$ cat src/rtl/qmath_pkg.sv
// Shared definitions for the sequential Q-format arithmetic units (qmult_seq, qdiv).
// Default word/fraction widths, FSM state encoding and saturation helpers.
package qmath_pkg;

  localparam int unsigned QN = 16;
  localparam int unsigned QQ = 8;

  typedef enum logic [1:0] {
    StIdle,
    StMul,
    StNorm
  } state_e;

  // Largest positive two's complement value for an n-bit word (0111..1).
  function automatic logic [63:0] sat_max(input int unsigned n);
    return (64'd1 << (n - 1)) - 64'd1;
  endfunction

  // Most negative value (100..0); also the magnitude 2^(n-1) when read unsigned.
  function automatic logic [63:0] sat_min(input int unsigned n);
    return 64'd1 << (n - 1);
  endfunction

endpackage

$ cat src/rtl/qmult_seq.sv
// Sequential signed fixed-point multiplier: radix-2 shift-add on magnitudes,
// then sign restore, truncation toward zero and saturation.
module qmult_seq
  import qmath_pkg::*;
#(
  parameter int unsigned N = QN,
  parameter int unsigned Q = QQ
) (
  input  logic         i_clk,
  input  logic         i_rst_n,
  input  logic         i_start,
  input  logic [N-1:0] i_multiplicand,
  input  logic [N-1:0] i_multiplier,
  output logic [N-1:0] o_product_out,
  output logic         o_complete,
  output logic         o_overflow,
  output logic         o_busy
);

  localparam int unsigned CntW = (N > 1) ? $clog2(N) : 1;
  localparam int unsigned MW   = 2 * N - Q;

  localparam logic [N-1:0]  SatMax    = N'(sat_max(N));
  localparam logic [N-1:0]  SatMin    = N'(sat_min(N));
  localparam logic [MW-1:0] MaxPosMag = MW'(sat_max(N));
  localparam logic [MW-1:0] MaxNegMag = MW'(sat_min(N));
  localparam logic [CntW-1:0] LastCnt = CntW'(N - 1);

  state_e          state_q, state_d;
  logic [N-1:0]    a_mag_q, a_mag_d;
  logic [N-1:0]    b_mag_q, b_mag_d;
  logic            sign_q, sign_d;
  logic [2*N-1:0]  acc_q, acc_d;
  logic [CntW-1:0] cnt_q, cnt_d;
  logic [N-1:0]    prod_q, prod_d;
  logic            ovf_q, ovf_d;
  logic            cmp_q, cmp_d;
  logic            busy_q, busy_d;

  logic [N-1:0]  a_abs, b_abs;
  logic [MW-1:0] mag;
  logic [N-1:0]  norm_prod;
  logic          norm_ovf;

  // Magnitudes are unsigned N-bit, so |-2^(N-1)| = 2^(N-1) does not wrap.
  always_comb begin
    a_abs = i_multiplicand[N-1] ? (~i_multiplicand + 1'b1) : i_multiplicand;
    b_abs = i_multiplier[N-1]   ? (~i_multiplier + 1'b1)   : i_multiplier;
  end

  assign mag = acc_q[2*N-1:Q];

  always_comb begin
    norm_ovf  = 1'b0;
    norm_prod = mag[N-1:0];
    if (sign_q) begin
      if (mag > MaxNegMag) begin
        norm_ovf  = 1'b1;
        norm_prod = SatMin;
      end else begin
        // A zero magnitude negates to zero, so -0 never appears.
        norm_prod = ~mag[N-1:0] + 1'b1;
      end
    end else if (mag > MaxPosMag) begin
      norm_ovf  = 1'b1;
      norm_prod = SatMax;
    end
  end

  always_comb begin
    state_d = state_q;
    a_mag_d = a_mag_q;
    b_mag_d = b_mag_q;
    sign_d  = sign_q;
    acc_d   = acc_q;
    cnt_d   = cnt_q;
    prod_d  = prod_q;
    ovf_d   = ovf_q;
    cmp_d   = 1'b0;
    busy_d  = busy_q;

    unique case (state_q)
      StIdle: begin
        if (i_start) begin
          a_mag_d = a_abs;
          b_mag_d = b_abs;
          sign_d  = i_multiplicand[N-1] ^ i_multiplier[N-1];
          acc_d   = '0;
          cnt_d   = '0;
          ovf_d   = 1'b0;
          busy_d  = 1'b1;
          state_d = StMul;
        end
      end
      StMul: begin
        if (b_mag_q[cnt_q]) begin
          acc_d = acc_q + ({{N{1'b0}}, a_mag_q} << cnt_q);
        end
        cnt_d = cnt_q + 1'b1;
        if (cnt_q == LastCnt) begin
          state_d = StNorm;
        end
      end
      StNorm: begin
        prod_d  = norm_prod;
        ovf_d   = norm_ovf;
        cmp_d   = 1'b1;
        busy_d  = 1'b0;
        state_d = StIdle;
      end
      default: begin
        state_d = StIdle;
      end
    endcase
  end

  always_ff @(posedge i_clk or negedge i_rst_n) begin
    if (!i_rst_n) begin
      state_q <= StIdle;
      a_mag_q <= '0;
      b_mag_q <= '0;
      sign_q  <= 1'b0;
      acc_q   <= '0;
      cnt_q   <= '0;
      prod_q  <= '0;
      ovf_q   <= 1'b0;
      cmp_q   <= 1'b0;
      busy_q  <= 1'b0;
    end else begin
      state_q <= state_d;
      a_mag_q <= a_mag_d;
      b_mag_q <= b_mag_d;
      sign_q  <= sign_d;
      acc_q   <= acc_d;
      cnt_q   <= cnt_d;
      prod_q  <= prod_d;
      ovf_q   <= ovf_d;
      cmp_q   <= cmp_d;
      busy_q  <= busy_d;
    end
  end

  assign o_product_out = prod_q;
  assign o_overflow    = ovf_q;
  assign o_complete    = cmp_q;
  assign o_busy        = busy_q;

endmodule

$ cat config.mk
export PLATFORM = sky130hd
export DESIGN_NAME = qmult_seq
export DESIGN_NICKNAME = d
export VERILOG_FILES = /design/src/rtl/qmath_pkg.sv /design/src/rtl/qmult_seq.sv
export SDC_FILE = /design/constraint.sdc
export NUM_CORES = 1
export LEC_CHECK = 0
export BUFFER_PORTS_ARGS = -buffer_cell sky130_fd_sc_hd__clkbuf_2
export CORE_UTILIZATION = 40
export DETAILED_ROUTE_END_ITERATION = 8
export PLACE_DENSITY_LB_ADDON = 0.15
export SETUP_SLACK_MARGIN = 0.02
export SLEW_MARGIN = 20
export SYNTH_ARGS = -nofsm -noshare
export SYNTH_HDL_FRONTEND = slang
export SYNTH_SLANG_ARGS = --single-unit
$ cat constraint.sdc
create_clock -name i_clk -period 5 [get_ports i_clk]
set_clock_uncertainty 0.15 [all_clocks]
set_input_delay 0.25 -clock i_clk [delete_from_list [all_inputs] [get_ports i_clk]]
set_output_delay 0.25 -clock i_clk [all_outputs]
set_load 0.03 [all_outputs]
After elaboration in Yosys (flattened, before gate mapping)

Cells that the tools add are included.

Bits in registers: 90
Bits in latches: 0
RAM bits: 0
ROM bits: 0
Bits of input ports: 35
Logic and storage cells: 60
Memories: 0

$add $sub $neg: 5
$mul: 0
Div/mod/pow operators: 0
Order comparisons: 3
Eq/ne operators: 6
Shifts and indexed selects: 1
Mux-type cells: 23
Bitwise gates (word level): 4
Reductions and logical operators: 8

Operators by type and width:

| cell                                                                               | count |
|---|---|
| 16-bit two-way mux                                                                 | 5 |
| 32-bit two-way mux                                                                 | 2 |
| 32-bit one-hot mux with 2 select lines                                             | 1 |
| 16-bit by 1-bit adder with 16-bit output (second input constant)                   | 3 |
| 16-bit inverter                                                                    | 3 |
| 32-bit adder                                                                       | 1 |
| 16-bit by 4-bit << shifter with 32-bit output                                      | 1 |
| 24-bit by 15-bit greater-than comparator with 1-bit output (second input constant) | 1 |
| 24-bit by 16-bit greater-than comparator with 1-bit output (second input constant) | 1 |
| 4-bit one-hot mux with 2 select lines                                              | 1 |
| 2-bit AND reduction                                                                | 4 |
| 1-bit two-way mux                                                                  | 7 |
| 2-bit != test (second input constant)                                              | 3 |
| 4-bit by 5-bit less-than comparator with 1-bit output (second input constant)      | 1 |
| 4-bit by 1-bit adder with 4-bit output (second input constant)                     | 1 |
| 1-bit binary-select mux with 4-bit select                                          | 1 |
| 4-bit equality test (second input constant)                                        | 1 |
| 2-bit two-way mux                                                                  | 2 |
| 4-bit two-way mux                                                                  | 1 |
| 1-bit one-hot mux with 2 select lines                                              | 2 |
| 2-bit one-hot mux with 2 select lines                                              | 1 |
| 2-bit nonzero test                                                                 | 2 |
| 3-bit AND reduction                                                                | 1 |
| 2-bit by 1-bit equality test with 1-bit output (second input constant)             | 1 |
| 3 further kinds                                                                    | 3 |

Depth between registers and ports, before layout

Depth in word-level cells: 4
Depth in mapped cells: 19

Least setup slack after synthesis

OpenSTA, ideal clock, no wires.

Path type: reg-to-reg
Start: reg cnt_q[0]
End: reg acc_q[24]
Library setup time: 133 ps
Arrival: 3898 ps
Data required time: 4717 ps
Setup slack: 819 ps
Cell stages (with the launch flop): 17
Buffers on the path: 2
Clock period less this slack: 4181 ps
Path through: dfrtp_1 -> clkbuf_1 -> clkbuf_1 -> mux2_2 -> o21ai_0 -> nor2_1 -> a21oi_1 -> nor2_1 -> ha_1 -> a21o_1 -> a221oi_1 -> nor2_1 -> o31ai_1 -> o21ai_0 -> a221oi_1 -> xor2_1 -> o21ai_0

Cells in the longest elaborated chain, start to end: 4

Ends and longest elaborated chain:

| item                                                                                                       | RTL line                         | source |
|---|---|---|
| start, declared                                                                                            | qmult_seq.sv:34                  | `logic [CntW-1:0] cnt_q, cnt_d;` |
| start signal, assigned                                                                                     | qmult_seq.sv:135                 | `cnt_q <= cnt_d;` |
| 16-bit by 4-bit << shifter with 32-bit output or 1-bit binary-select mux with 4-bit select (tied branches) | qmult_seq.sv:97, qmult_seq.sv:96 |  |
| 32-bit adder or 1-bit two-way mux (tied branches)                                                          | qmult_seq.sv:97, qmult_seq.sv:96 |  |
| 32-bit two-way mux or 2-bit != test (tied branches)                                                        | n/a                              |  |
| 32-bit one-hot mux with 2 select lines or 3-bit AND reduction (tied branches)                              | n/a                              |  |
| end signal, assigned                                                                                       | qmult_seq.sv:123                 | `acc_q <= '0;` |
| end signal, assigned                                                                                       | qmult_seq.sv:134                 | `acc_q <= acc_d;` |
| end, declared                                                                                              | qmult_seq.sv:33                  | `logic [2*N-1:0] acc_q, acc_d;` |

Several ways; a longest one is shown, not always the timed one. The select of a mux whose other input is x is not followed.
A chain may end at the register's enable or synchronous reset.

Worst setup path after layout

Same ends and word-level chain as after synthesis.

==> run metrics <==
Antenna Diode Count 0; Chip Height 135 um; CP cell instances mux2_2, o21ai_0, nor2_1, a21oi_1, nor2_1, ha_1, a21o_1, a221oi_1, nor2_1, o31ai_1, o21ai_0, a221oi_1, xor2_1, o21ai_0; final wirelength 17900 um; Worst Setup SP cnt_q[0]; Final Hold Viols 0; Slew Limit Fails 0; final clock period utilization by the worst path 90.0%; Remaining DRCs 0; Setup crit end kind register; drt wl/cell 15.8 um; Synth Net Count 949; Post-synth EDFFs 0; ys flop type dfrtp_1; htree depth 3; slew margin rel. 35.0%; vias per std cell 5.55; crit path launch type register; Iteration-0 DRC Markers 301; yosys warns 0; minimum clock period 4.50 ns; final setup fails 0; CP Max Fanout 19; CTS Buf Count 9; CTS root buf clkbuf_16; CORE AREA 17200 um^2; CTS tree done; Routed Antenna Nets 0; post-DP HPWL 13700 um; CTS Sinks 90; register area share after synthesis 32.1%; HP Class in2reg; Post-Syn Area 7030 um^2; Area growth, synth to finish 10.5%; wire length of the first global-routing pass 29800 um; f_max 222 MHz; number of port buffers 53; Worst-path clk slew 0.07 ns; die width 135 um; row cnt 48; via count 6278; Critical Path RT 5.07 ns; Starting Density 40.8%; Final Instance Count excl. Fillers 1132; Setup Total Neg Slack 0 ns; total power 6.05 mW; io pins 54; Pre-antenna DRT Iters 7; gpl congestion 0.910; status finished clean; Pwr per Cell Area 780 nW/um^2; largest net degree at the start of global routing 62; max cap viols 0; Setup CP Type reg2reg; Congestion Overflow GR 0; gr usage total 21.0%; Critical Path Slowest Stage Cell dfrtp_1; vias in the first global route 5898; initial antenna violation count 0; fraction of registers with async set or reset after synthesis 100%; synthesized flop and latch total 90; Post-CTS Setup Inserts 0; P_leak 3.43 nW; CTS max path bufs 2; r2r setup slk 0.50 ns; most frequent cells in the layout 108 x o21ai_0, 107 x nand2_1, 90 x dfrtp_1, 74 x nor2_1, 64 x a21oi_1; RSZ-0062 raised after global routing false; clk_lat worst skew 0.36 ns; hold buffers post-CTS 1; Critical R2R Launch cnt_q[0]; commonest non-fill, non-tap cell in the layout o21ai_0; max incr delay on CP 0.80 ns; DP Cell Count 1115; post_cts resized 0; post-layout net count 973; Cell variety after synth 59; Avg Cell Area, Syn 8.00 um^2; Post-Synthesis Cells 878; worst vdd ir 0.306 mV; CP Data Arrival Time 4.57 ns; layout cell share with drive strength beyond 1 11.1%; Slew @ Worst Pin 0.971 ns; die area 18100 um^2; Hold Startpoint i_start
==> final timing paths <==
check	endpoint	depth (start not counted)
worst max-delay path	acc_q[24]	14
worst min-delay path	o_busy	3
worst max register to register	acc_q[24]	14
worst min register to register	b_mag_q[7]	2
max in group asynchronous	a_mag_q[11]	3
min in group asynchronous	o_complete	2
==> layout make-up <==
| cell class | instances | area, um^2 |
|---|---|---|
| Fill cell | 1750 | 9470 |
| Clock buffer | 9 | 225 |
| Sequential cell | 90 | 2250 |
| Clock inverter | 7 | 61.3 |
| Inverter | 30 | 113 |
| Timing Repair Buffer | 65 | 360 |
| Multi-Input combinational cell | 706 | 4470 |
| Tap cell | 225 | 282 |
==> cell usage after synthesis, types with 18 or more instances <==
cell type	number	area, um^2
o21ai_0	108	541
nand2_1	107	402
dfrtp_1	90	2250
nor2_1	74	278
a21oi_1	64	320
clkbuf_1	43	161
xor2_1	39	342
ha_1	35	438
nand3_1	30	150
inv_1	29	109
o31ai_1	25	188
nor3_1	22	110
mux2i_1	18	180
==> kinds of logic (layout without fill, tap and decap cells) <==
| logic type | count (synthesis) | count (layout) | synth area share (%) |
|---|---|---|---|
| buffers and inverters | 82 | 111 | 4.42 |
| muxes | 32 | 32 | 5.93 |
| DFF | 90 | 90 | 32.1 |
| AOI/OAI and AO/OA | 280 | 280 | 24.2 |
| xor gates and xnor gates | 53 | 53 | 6.61 |
| and+or+nand+nor | 305 | 305 | 20.3 |
| adders and majority gates | 36 | 36 | 6.52 |
==> power by group <==
| group | switching (mW) | internal (mW) | total, mW |
|---|---|---|---|
| Combinational | 2.47 | 1.53 | 4.00 |
| Clock | 0.314 | 0.346 | 0.659 |
| Sequential | 0.339 | 1.06 | 1.40 |
| Total | 3.12 | 2.93 | 6.05 |
==> metal layers <==
metal	vias to the layer above	track usage (%)	part of all wire (%)
li1	3223	-	-
met2	130	34.6	46
met4	0	6.68	1.6
met3	20	2.93	3.3
met1	2905	28.3	49
met5	-	0	0
==> worst max-delay path: cells and delay by family, from the launching register on <==
family	cells	cell delay, ns
multiplexers	1	0.43
adder cells (fa/ha/maj)	1	0.38
flip-flops	1	0.80
AO/OA/AOI/OAI	8	2.20
AND/OR/NAND/NOR	3	0.24
XOR/XNOR	1	0.18
==> through the flow <==
step	util (%)	hold WS (ns)	instance area, um^2	setup WS [ns]
6_report	45.0	0.0394	7760	0.499
5_1_grt	45.0	0.0682	7760	0.0693
4_1_cts	45.0	0.0321	7760	0.494
3_5_place_dp	43.3	0.0822	7470	0.513
3_3_place_gp	43.3	0.0775	7470	0.572
2_1_floorplan	-	-0.196	7030	0.819
==> sequential cells by signal (all words and copies together), names as in the netlist <==
register,cells
b_mag_q,16
sign_q,1
a_mag_q,16
state_q,2
o_busy,1
cnt_q,4
o_overflow,1
o_complete,1
acc_q,32
o_product_out,16
No activity file was read; power rests on OpenSTA's default activity.
